===== src/rtl/xdma_byp_pkg.sv =====
// Shared types and constants for the XDMA descriptor-bypass arbiter.
// Control-field bit positions follow the XDMA descriptor ctl layout.
package xdma_byp_pkg;

    localparam int XDMA_CTL_WIDTH = 16;

    localparam int CTL_STOP      = 0;
    localparam int CTL_COMPLETED = 1;
    localparam int CTL_EOP       = 4;

    localparam int DEF_ADDR_WIDTH = 64;
    localparam int DEF_LEN_WIDTH  = 28;
    localparam int DEF_NUM_REQ    = 4;

    localparam int REQ_ID_WIDTH = $clog2(DEF_NUM_REQ);
    typedef logic [REQ_ID_WIDTH-1:0] req_id_t;

    function automatic int id_width(input int n);
        return (n > 1) ? $clog2(n) : 1;
    endfunction

endpackage


===== src/rtl/byp_id_fifo.sv =====
// Requester-id FIFO tracking the issuer of every in-flight descriptor.
// Push and pop may coincide, including when full or holding one entry.
module byp_id_fifo #(
    parameter  int DEPTH = 8,
    parameter  int WIDTH = 2,
    localparam int PW    = $clog2(DEPTH),
    localparam int CW    = PW + 1
) (
    input  logic             clk,
    input  logic             rst,
    input  logic             push,
    input  logic [WIDTH-1:0] push_id,
    input  logic             pop,
    output logic [WIDTH-1:0] pop_id,
    output logic [CW-1:0]    count
);

    logic [WIDTH-1:0] mem [DEPTH];
    logic [PW-1:0]    rd_ptr;
    logic [PW-1:0]    wr_ptr;
    logic             full;
    logic             empty;
    logic             do_push;
    logic             do_pop;

    assign full    = (count == CW'(DEPTH));
    assign empty   = (count == '0);
    assign do_pop  = pop && !empty;
    assign do_push = push && (!full || do_pop);
    assign pop_id  = mem[rd_ptr];

    always_ff @(posedge clk or posedge rst) begin
        if (rst) begin
            rd_ptr <= '0;
            wr_ptr <= '0;
            count  <= '0;
        end else begin
            if (do_push)
                wr_ptr <= wr_ptr + 1'b1;
            if (do_pop)
                rd_ptr <= rd_ptr + 1'b1;
            case ({do_push, do_pop})
                2'b10:   count <= count + 1'b1;
                2'b01:   count <= count - 1'b1;
                default: count <= count;
            endcase
        end
    end

    // Storage needs no reset; pointers define validity.
    always_ff @(posedge clk) begin
        if (do_push)
            mem[wr_ptr] <= push_id;
    end

endmodule


===== src/rtl/xdma_desc_byp_arbiter.sv =====
// Round-robin arbiter sharing one XDMA descriptor-bypass channel,
// with outstanding-credit limiting and in-order completion routing.
module xdma_desc_byp_arbiter
    import xdma_byp_pkg::*;
#(
    parameter  int NUM_REQ         = DEF_NUM_REQ,
    parameter  int MAX_OUTSTANDING = 8,
    parameter  int ADDR_WIDTH      = DEF_ADDR_WIDTH,
    parameter  int LEN_WIDTH       = DEF_LEN_WIDTH,
    localparam int ID_W            = id_width(NUM_REQ),
    localparam int OUT_W           = $clog2(MAX_OUTSTANDING) + 1,
    localparam int CTL_W           = XDMA_CTL_WIDTH
) (
    input  logic                          CLK,
    input  logic                          RST,
    input  logic [NUM_REQ-1:0]            req_valid,
    output logic [NUM_REQ-1:0]            req_ready,
    input  logic [NUM_REQ*ADDR_WIDTH-1:0] req_src_addr,
    input  logic [NUM_REQ*ADDR_WIDTH-1:0] req_dst_addr,
    input  logic [NUM_REQ*LEN_WIDTH-1:0]  req_len,
    input  logic [NUM_REQ*CTL_W-1:0]      req_ctl,
    input  logic                          dsc_byp_ready,
    output logic                          dsc_byp_load,
    output logic [ADDR_WIDTH-1:0]         dsc_byp_src_addr,
    output logic [ADDR_WIDTH-1:0]         dsc_byp_dst_addr,
    output logic [LEN_WIDTH-1:0]          dsc_byp_len,
    output logic [CTL_W-1:0]              dsc_byp_ctl,
    input  logic                          desc_done,
    output logic [NUM_REQ-1:0]            cpl_valid,
    output logic [OUT_W-1:0]              outstanding,
    output logic                          err_spurious_done
);

    logic            slot_full;
    logic            accept;
    logic            can_grant;
    logic            grant_found;
    logic            grant;
    logic            pop_ok;
    logic [ID_W-1:0] rr_ptr;
    logic [ID_W-1:0] grant_id;
    logic [ID_W-1:0] head_id;
    logic [OUT_W-1:0] count;

    assign accept    = slot_full && dsc_byp_ready;
    // Reset also masks the combinational grant so req_ready drops at once.
    assign can_grant = !RST && (!slot_full || accept) &&
                       (count < OUT_W'(MAX_OUTSTANDING));
    assign grant     = can_grant && grant_found;
    assign pop_ok    = desc_done && (count != '0);

    always_comb begin
        grant_found = 1'b0;
        grant_id    = '0;
        for (int k = 1; k <= NUM_REQ; k++) begin
            if (!grant_found &&
                req_valid[(int'(rr_ptr) + k) % NUM_REQ]) begin
                grant_found = 1'b1;
                grant_id    = ID_W'((int'(rr_ptr) + k) % NUM_REQ);
            end
        end
    end

    assign req_ready    = grant ? (NUM_REQ'(1) << grant_id) : '0;
    assign dsc_byp_load = slot_full;
    assign outstanding  = count;

    byp_id_fifo #(
        .DEPTH(MAX_OUTSTANDING),
        .WIDTH(ID_W)
    ) u_id_fifo (
        .clk    (CLK),
        .rst    (RST),
        .push   (grant),
        .push_id(grant_id),
        .pop    (desc_done),
        .pop_id (head_id),
        .count  (count)
    );

    always_ff @(posedge CLK or posedge RST) begin
        if (RST) begin
            slot_full        <= 1'b0;
            rr_ptr           <= ID_W'(NUM_REQ - 1);
            dsc_byp_src_addr <= '0;
            dsc_byp_dst_addr <= '0;
            dsc_byp_len      <= '0;
            dsc_byp_ctl      <= '0;
        end else if (grant) begin
            slot_full        <= 1'b1;
            rr_ptr           <= grant_id;
            dsc_byp_src_addr <=
                req_src_addr[int'(grant_id)*ADDR_WIDTH +: ADDR_WIDTH];
            dsc_byp_dst_addr <=
                req_dst_addr[int'(grant_id)*ADDR_WIDTH +: ADDR_WIDTH];
            dsc_byp_len      <=
                req_len[int'(grant_id)*LEN_WIDTH +: LEN_WIDTH];
            dsc_byp_ctl      <=
                req_ctl[int'(grant_id)*CTL_W +: CTL_W];
        end else if (accept) begin
            slot_full <= 1'b0;
        end
    end

    always_ff @(posedge CLK or posedge RST) begin
        if (RST) begin
            cpl_valid         <= '0;
            err_spurious_done <= 1'b0;
        end else begin
            cpl_valid <= pop_ok ? (NUM_REQ'(1) << head_id) : '0;
            if (desc_done && (count == '0))
                err_spurious_done <= 1'b1;
        end
    end

endmodule


===== config.mk =====
export PLATFORM = sky130hd
export DESIGN_NAME = xdma_desc_byp_arbiter
export DESIGN_NICKNAME = d
export VERILOG_FILES = /design/src/rtl/xdma_byp_pkg.sv /design/src/rtl/byp_id_fifo.sv /design/src/rtl/xdma_desc_byp_arbiter.sv
export SDC_FILE = /design/constraint.sdc
export NUM_CORES = 1
export LEC_CHECK = 0
export ABC_AREA = 1
export ABC_CLOCK_PERIOD_IN_PS = 8200
export BUFFER_PORTS_ARGS = -buffer_cell sky130_fd_sc_hd__buf_2
export CAP_MARGIN = 20
export CORE_AREA = 2 2 344 346
export DETAILED_ROUTE_END_ITERATION = 7
export DIE_AREA = 0 0 346 348
export GPL_ROUTABILITY_DRIVEN = 0
export MAX_ROUTING_LAYER = met4
export SKIP_CTS_REPAIR_TIMING = 1
export SYNTH_ARGS = -nofsm -noshare
export SYNTH_HDL_FRONTEND = slang
export SYNTH_SLANG_ARGS = --single-unit

===== constraint.sdc =====
create_clock -name CLK -period 8.2 [get_ports CLK]
set_input_delay 1.64 -clock CLK [delete_from_list [all_inputs] [get_ports CLK]]
set_output_delay 1.64 -clock CLK [all_outputs]
set_load 0.02 [all_outputs]

# Word-level counts from Yosys, hierarchy flattened
# Memory sizes are Yosys's and may differ from the RTL's.
# Index checks and enable logic that the tools add are counted.
# word_totals
inputBits,696
out_inout_bits,186
mem_count,1
latchBits,0
elab_cells,94
regBits,190
ramBits,16
rom_bits,0
# op_classes
n_div,0
n_mul,1
n_addsub,8
bitwise,4
eq_ne,3
n_mux,27
magnitude_cmp,5
shift,6
reduce_logical,28
# mem_list
name,depth,word_bits,rd,rd_ports_with_merged_regs,write_ports,line_no,text
u_id_fifo.mem,8,2,1,0,1,byp_id_fifo.sv:18,logic [WIDTH-1:0] mem [DEPTH];
# ops
op,count
$shiftx 256x9->64,2
$shiftx 112x8->28,1
$shiftx 64x7->16,1
$lt 3x4->1 const B,4
$mux 1,16
$logic_and 1x1->1,11
$bmux 1 s2,4
$mux 2,4
$mux 4,2
$pmux 4 s2,1
$reduce_or 2->1,4
$shl 1x2->4 const A,2
$logic_not 1->1,7
$add 3x1->3 const B,2
$mul 2x3->5 const B,1
$add 2x1->2 const B,2
$add 2x2->2 const B,2
$add 4x1->4 const B,1
$and 1x1->1 const A,4
$eq 4x4->1 const B,1
$logic_not 4->1,1
$lt 4x4->1 const B,1
$reduce_bool 2->1,2
$reduce_bool 4->1,1
4 further kinds,5

# Logic depth before layout (Yosys ltp)
# logic_depth
ltp_word,20
ltp_mapped,21
mapped_depth_nobuf,20

# Cells and area by module
# From an unflattened synthesis, not the netlist that was laid out.
# unflattened
cells_unflattened,2681
hier_area_um2,15871.5
# modules_own_cells
module,n_inst,seq_area_each_um2,area_per_inst_um2,cells_per_inst
xdma_desc_byp_arbiter,1,4506.8,14595.2,2556
byp_id_fifo,1,730.7,1276.2,125

# Worst setup path after synthesis
# Ideal clock, no wire load.
# synth_timing
path_type,in2out
from,input RST
to,output req_ready[0]
t_arrival_ps,7137
stages,7
path_slack_ps,-577
t_required_ps,6560
path_buffers,2
path_cell_list,inv_1 -> o21ai_0 -> nor2_1 -> nand2_1 -> buf_2 -> buf_4 -> nor3_1
# synth_between
elab_chain_cells,5
# synth_rtl
element,line_no,text
"start, declared",xdma_desc_byp_arbiter.sv:15,"input logic RST,"
$logic_not 1->1 (no source line),-,
$logic_and 1x1->1 (2 in series),xdma_desc_byp_arbiter.sv:47,assign can_grant = !RST && (!slot_full || accept) &&
$logic_and 1x1->1,xdma_desc_byp_arbiter.sv:49,assign grant = can_grant && grant_found;
$mux 4,xdma_desc_byp_arbiter.sv:64,assign req_ready = grant ? (NUM_REQ'(1) << grant_id) : '0;
"end, declared",xdma_desc_byp_arbiter.sv:17,"output logic [NUM_REQ-1:0] req_ready,"
# Every way passes these cells.

# Final worst setup path
# layout_timing
from,input req_valid[2]
to,output req_ready[0]
# layout_between
elab_chain_cells,15
word_cells_on_any_way,29
classes_between,shift (1); mux (21); reduce/logical (7)
# layout_rtl
element,line_no,text
"start, declared",xdma_desc_byp_arbiter.sv:16,"input logic [NUM_REQ-1:0] req_valid,"
$bmux 1 s2,xdma_desc_byp_arbiter.sv:57,req_valid[(int'(rr_ptr) + k) % NUM_REQ]) begin
$mux 1 (not written as such) (2 in series),xdma_desc_byp_arbiter.sv:57,
$mux 1,xdma_desc_byp_arbiter.sv:56,if (!grant_found &&
$logic_not 1->1,xdma_desc_byp_arbiter.sv:56,
$logic_and 1x1->1,xdma_desc_byp_arbiter.sv:56,
$mux 1,xdma_desc_byp_arbiter.sv:56,
$logic_not 1->1,xdma_desc_byp_arbiter.sv:56,
$logic_and 1x1->1,xdma_desc_byp_arbiter.sv:56,
$mux 1,xdma_desc_byp_arbiter.sv:56,
$logic_not 1->1,xdma_desc_byp_arbiter.sv:56,
$logic_and 1x1->1,xdma_desc_byp_arbiter.sv:56,
$mux 2 *,xdma_desc_byp_arbiter.sv:56,
via grant_id[0],xdma_desc_byp_arbiter.sv:41,logic [ID_W-1:0] grant_id;
$shl 1x2->4 *,xdma_desc_byp_arbiter.sv:64,
$mux 4 *,xdma_desc_byp_arbiter.sv:64,
# Mark *: on every way through the listed nets, which the timed path passes. The rest lies on a longest branch. The select of a mux whose other input is x is not followed.

==> impl_metrics.yaml <==
setup_path:
  required_ns: 6.56
  worstPathCellList: "buf_2, inv_1, nand2_1, nand3_1, nand2_1, nor2_4, nand3_4, nand3_4, buf_4, inv_1, nor3_1, buf_2"
  rr_worst_depth: 16
  critPathKind: "in -> out"
  critPathArrivalTime_ns: 4.39
  slowest_delay_ns: 0.55
  path_max_fanout: 60
  crit_slowest_cell: "buf_4"
  critPathTopFamily: "simple AND/OR/NAND/NOR gates"
  cp.depth: 12
  crit_buf_inv: 5
  end_kind: "output pin"
  start_kind: "input pin"
grt:
  grt_pass1_wl_mm: 125
  grt_start_max_net_pins: 159
  grt_pass1_vias: 18400
  grt_overflow: 0
  grtUsageTotal: 0.143
  antenna_found_initial: 47
worst_hold_path:
  hold_path_class: "reg -> reg"
  whs_path_depth: 1
logic_synthesis:
  yosys-top-cells-count: "nand2_1, nand3_1, dfrtp_1"
  synth_area_leader_cell: "nand2_1"
  yosys_warnings: 0
  synth_nets: 3337
  netlist_instances: 2636
  synthArstFlopShare: 0.922
  yosys_most_used_dff: "dfrtp_1"
  synth_edf_count: 16
  synth.most_common_cell: "nand2_1"
  synthesis.area_sq_um: 15400
  ys_types: 32
  post-synth-top-area-fraction: 0.433
  ys_ff_latch: 206
  avgSynthCellArea_sq_um: 5.85
  yosysSeqAreaShare: 0.339
  synth_area_leaders: "nand2_1, dfrtp_1, nand3_1, buf_2, edfxtp_1"
clock_network:
  cts_buffer_depth: 3
  cts_tree: "yes"
  clkTransAtPathRegs_ns: 0.06
  clk_latency_ns: 0.57
  cts.sinks: 206
  cts_root_buf: "clkbuf_16"
  cts_buffers: 26
  cts-htree-levels: 1
finish:
  nFillCells: 13600
  final_nets: 4077
  syn2layout_area_growth_pct: 41.8
  layout-drive-gt1-share: 0.289
  fin_cells: 4952
detailed_routing:
  wl_per_cell_um: 17.7
  ant_nets: 0
  dr.pass1.iters: 7
  drc: 0
  viasPerCell: 3.99
  finalWirelength_mm: 87.6
  vias: 19800
  drt_first_iter_violations: 1464
sta:
  tightest_slew_ns: 1.10
  hold_viol_final: 0
  fin_worst_skew_ns: 0.0153
  max-slew-margin-rel: 0.267
  maxSlewViolCount: 0
  min_period_ns: 6.03
  rsz0062_at_grt: "no"
  finalCritPeriodShare: 0.735
  timing.setup.tns_ns: 0
  setup_violations: 0
  max_freq_ghz: 0.166
power_and_ir_drop:
  powerDensity_nw_per_um2: 521
  p_leak_uw: 0.0131
  ir_drop_v: 0.000551
place:
  hpwl_mm: 70.5
  port_buffers: 881
  dpl.cell_count: 4884
floorplanning:
  num_rows: 126
  fp.dieW_um: 346
  start_util: 0.132
  io_pins: 882
  dieArea_sq_um: 120000
  die_h_um: 348
  core_area_sq_um: 117000
job:
  cap_violations: 0
status:
  status: "completed"
-- area by class of cell --
cell class                 instances  area, sq um  area share
clock buffer                      30          707      0.0323
antenna                           20         50.0     0.00229
multi-input combinational       2210         9000       0.411
timing repair buffer             905         4640       0.212
sequential                       206         5240       0.239
clock inverter                    18          200     0.00915
tap                             1536         1920      0.0879
inverter                          27          120     0.00549
-- through the flow --
step / total power (uW) / util / worst slack (ns) / hold slack [ns] / cell area (sq um)
floorplan: 7900 / - / 1.37 / 0.493 / 15400
global placement: 10200 / 0.179 / 2.29 / 0.435 / 20900
detailed placement: 10200 / 0.179 / 2.22 / 0.439 / 20900
CTS: 11500 / 0.187 / 2.21 / 0.453 / 21800
global route: 12600 / 0.187 / 1.96 / 0.488 / 21900
finish: 11400 / 0.187 / 2.17 / 0.448 / 21900
-- cell families after synthesis --
family / synth area share
simple gates: 0.565
buf+inv: 0.0792
flops: 0.339
fa+ha+maj: 0.00454
compound gates: 0.00876
xor+xnor: 0.00284
-- sequential cells by signal, summed over array words and instances (netlist names) --
name and cells:
u_id_fifo.wr_ptr 3, u_id_fifo.mem 16, cpl_valid 4, u_id_fifo.rd_ptr 3, dsc_byp_len 28, dsc_byp_ctl 16
err_spurious_done 1, u_id_fifo.count 4, dsc_byp_dst_addr 64, rr_ptr 2, dsc_byp_src_addr 64, dsc_byp_load 1
-- layer usage --
metal | track usage | part of all wire
met5 | - | 0
met3 | 0.0320 | 0.080
met2 | 0.228 | 0.46
met1 | 0.183 | 0.44
met4 | 0.0310 | 0.023
-- cells in the final DEF, fill, tap and decap left out, types with 5 or more instances in the layout --
cell / count
dfrtp_1: 188
clkinvlp_4: 5
clkinv_2: 6
diode_2: 20
nand3_1: 340
edfxtp_1: 16
nor2_1: 28
buf_2: 881
xor2_1: 5
clkbuf_16: 27
buf_4: 20
inv_1: 20
nand3_2: 13
nand2_1: 1779
o21ai_0: 15
-- where the power goes --
part | switching [uW] | total [uW] | internal [uW]
clock network | 500 | 1240 | 740
logic | 6120 | 8420 | 2310
registers | 242 | 1720 | 1480
total | 6860 | 11400 | 4530
-- final timing paths --
path	from	end	slack, ns
min in group asynchronous	RST	dsc_byp_ctl[11]	1.31
worst max-delay path	req_valid[2]	req_ready[0]	2.17
worst max register to register	rr_ptr[0]	dsc_byp_src_addr[61]	4.15
worst min-delay path	err_spurious_done	err_spurious_done	0.45
max in group asynchronous	RST	dsc_byp_src_addr[1]	5.23
worst min register to register	err_spurious_done	err_spurious_done	0.45
Power figures use the tool's default switching activity.
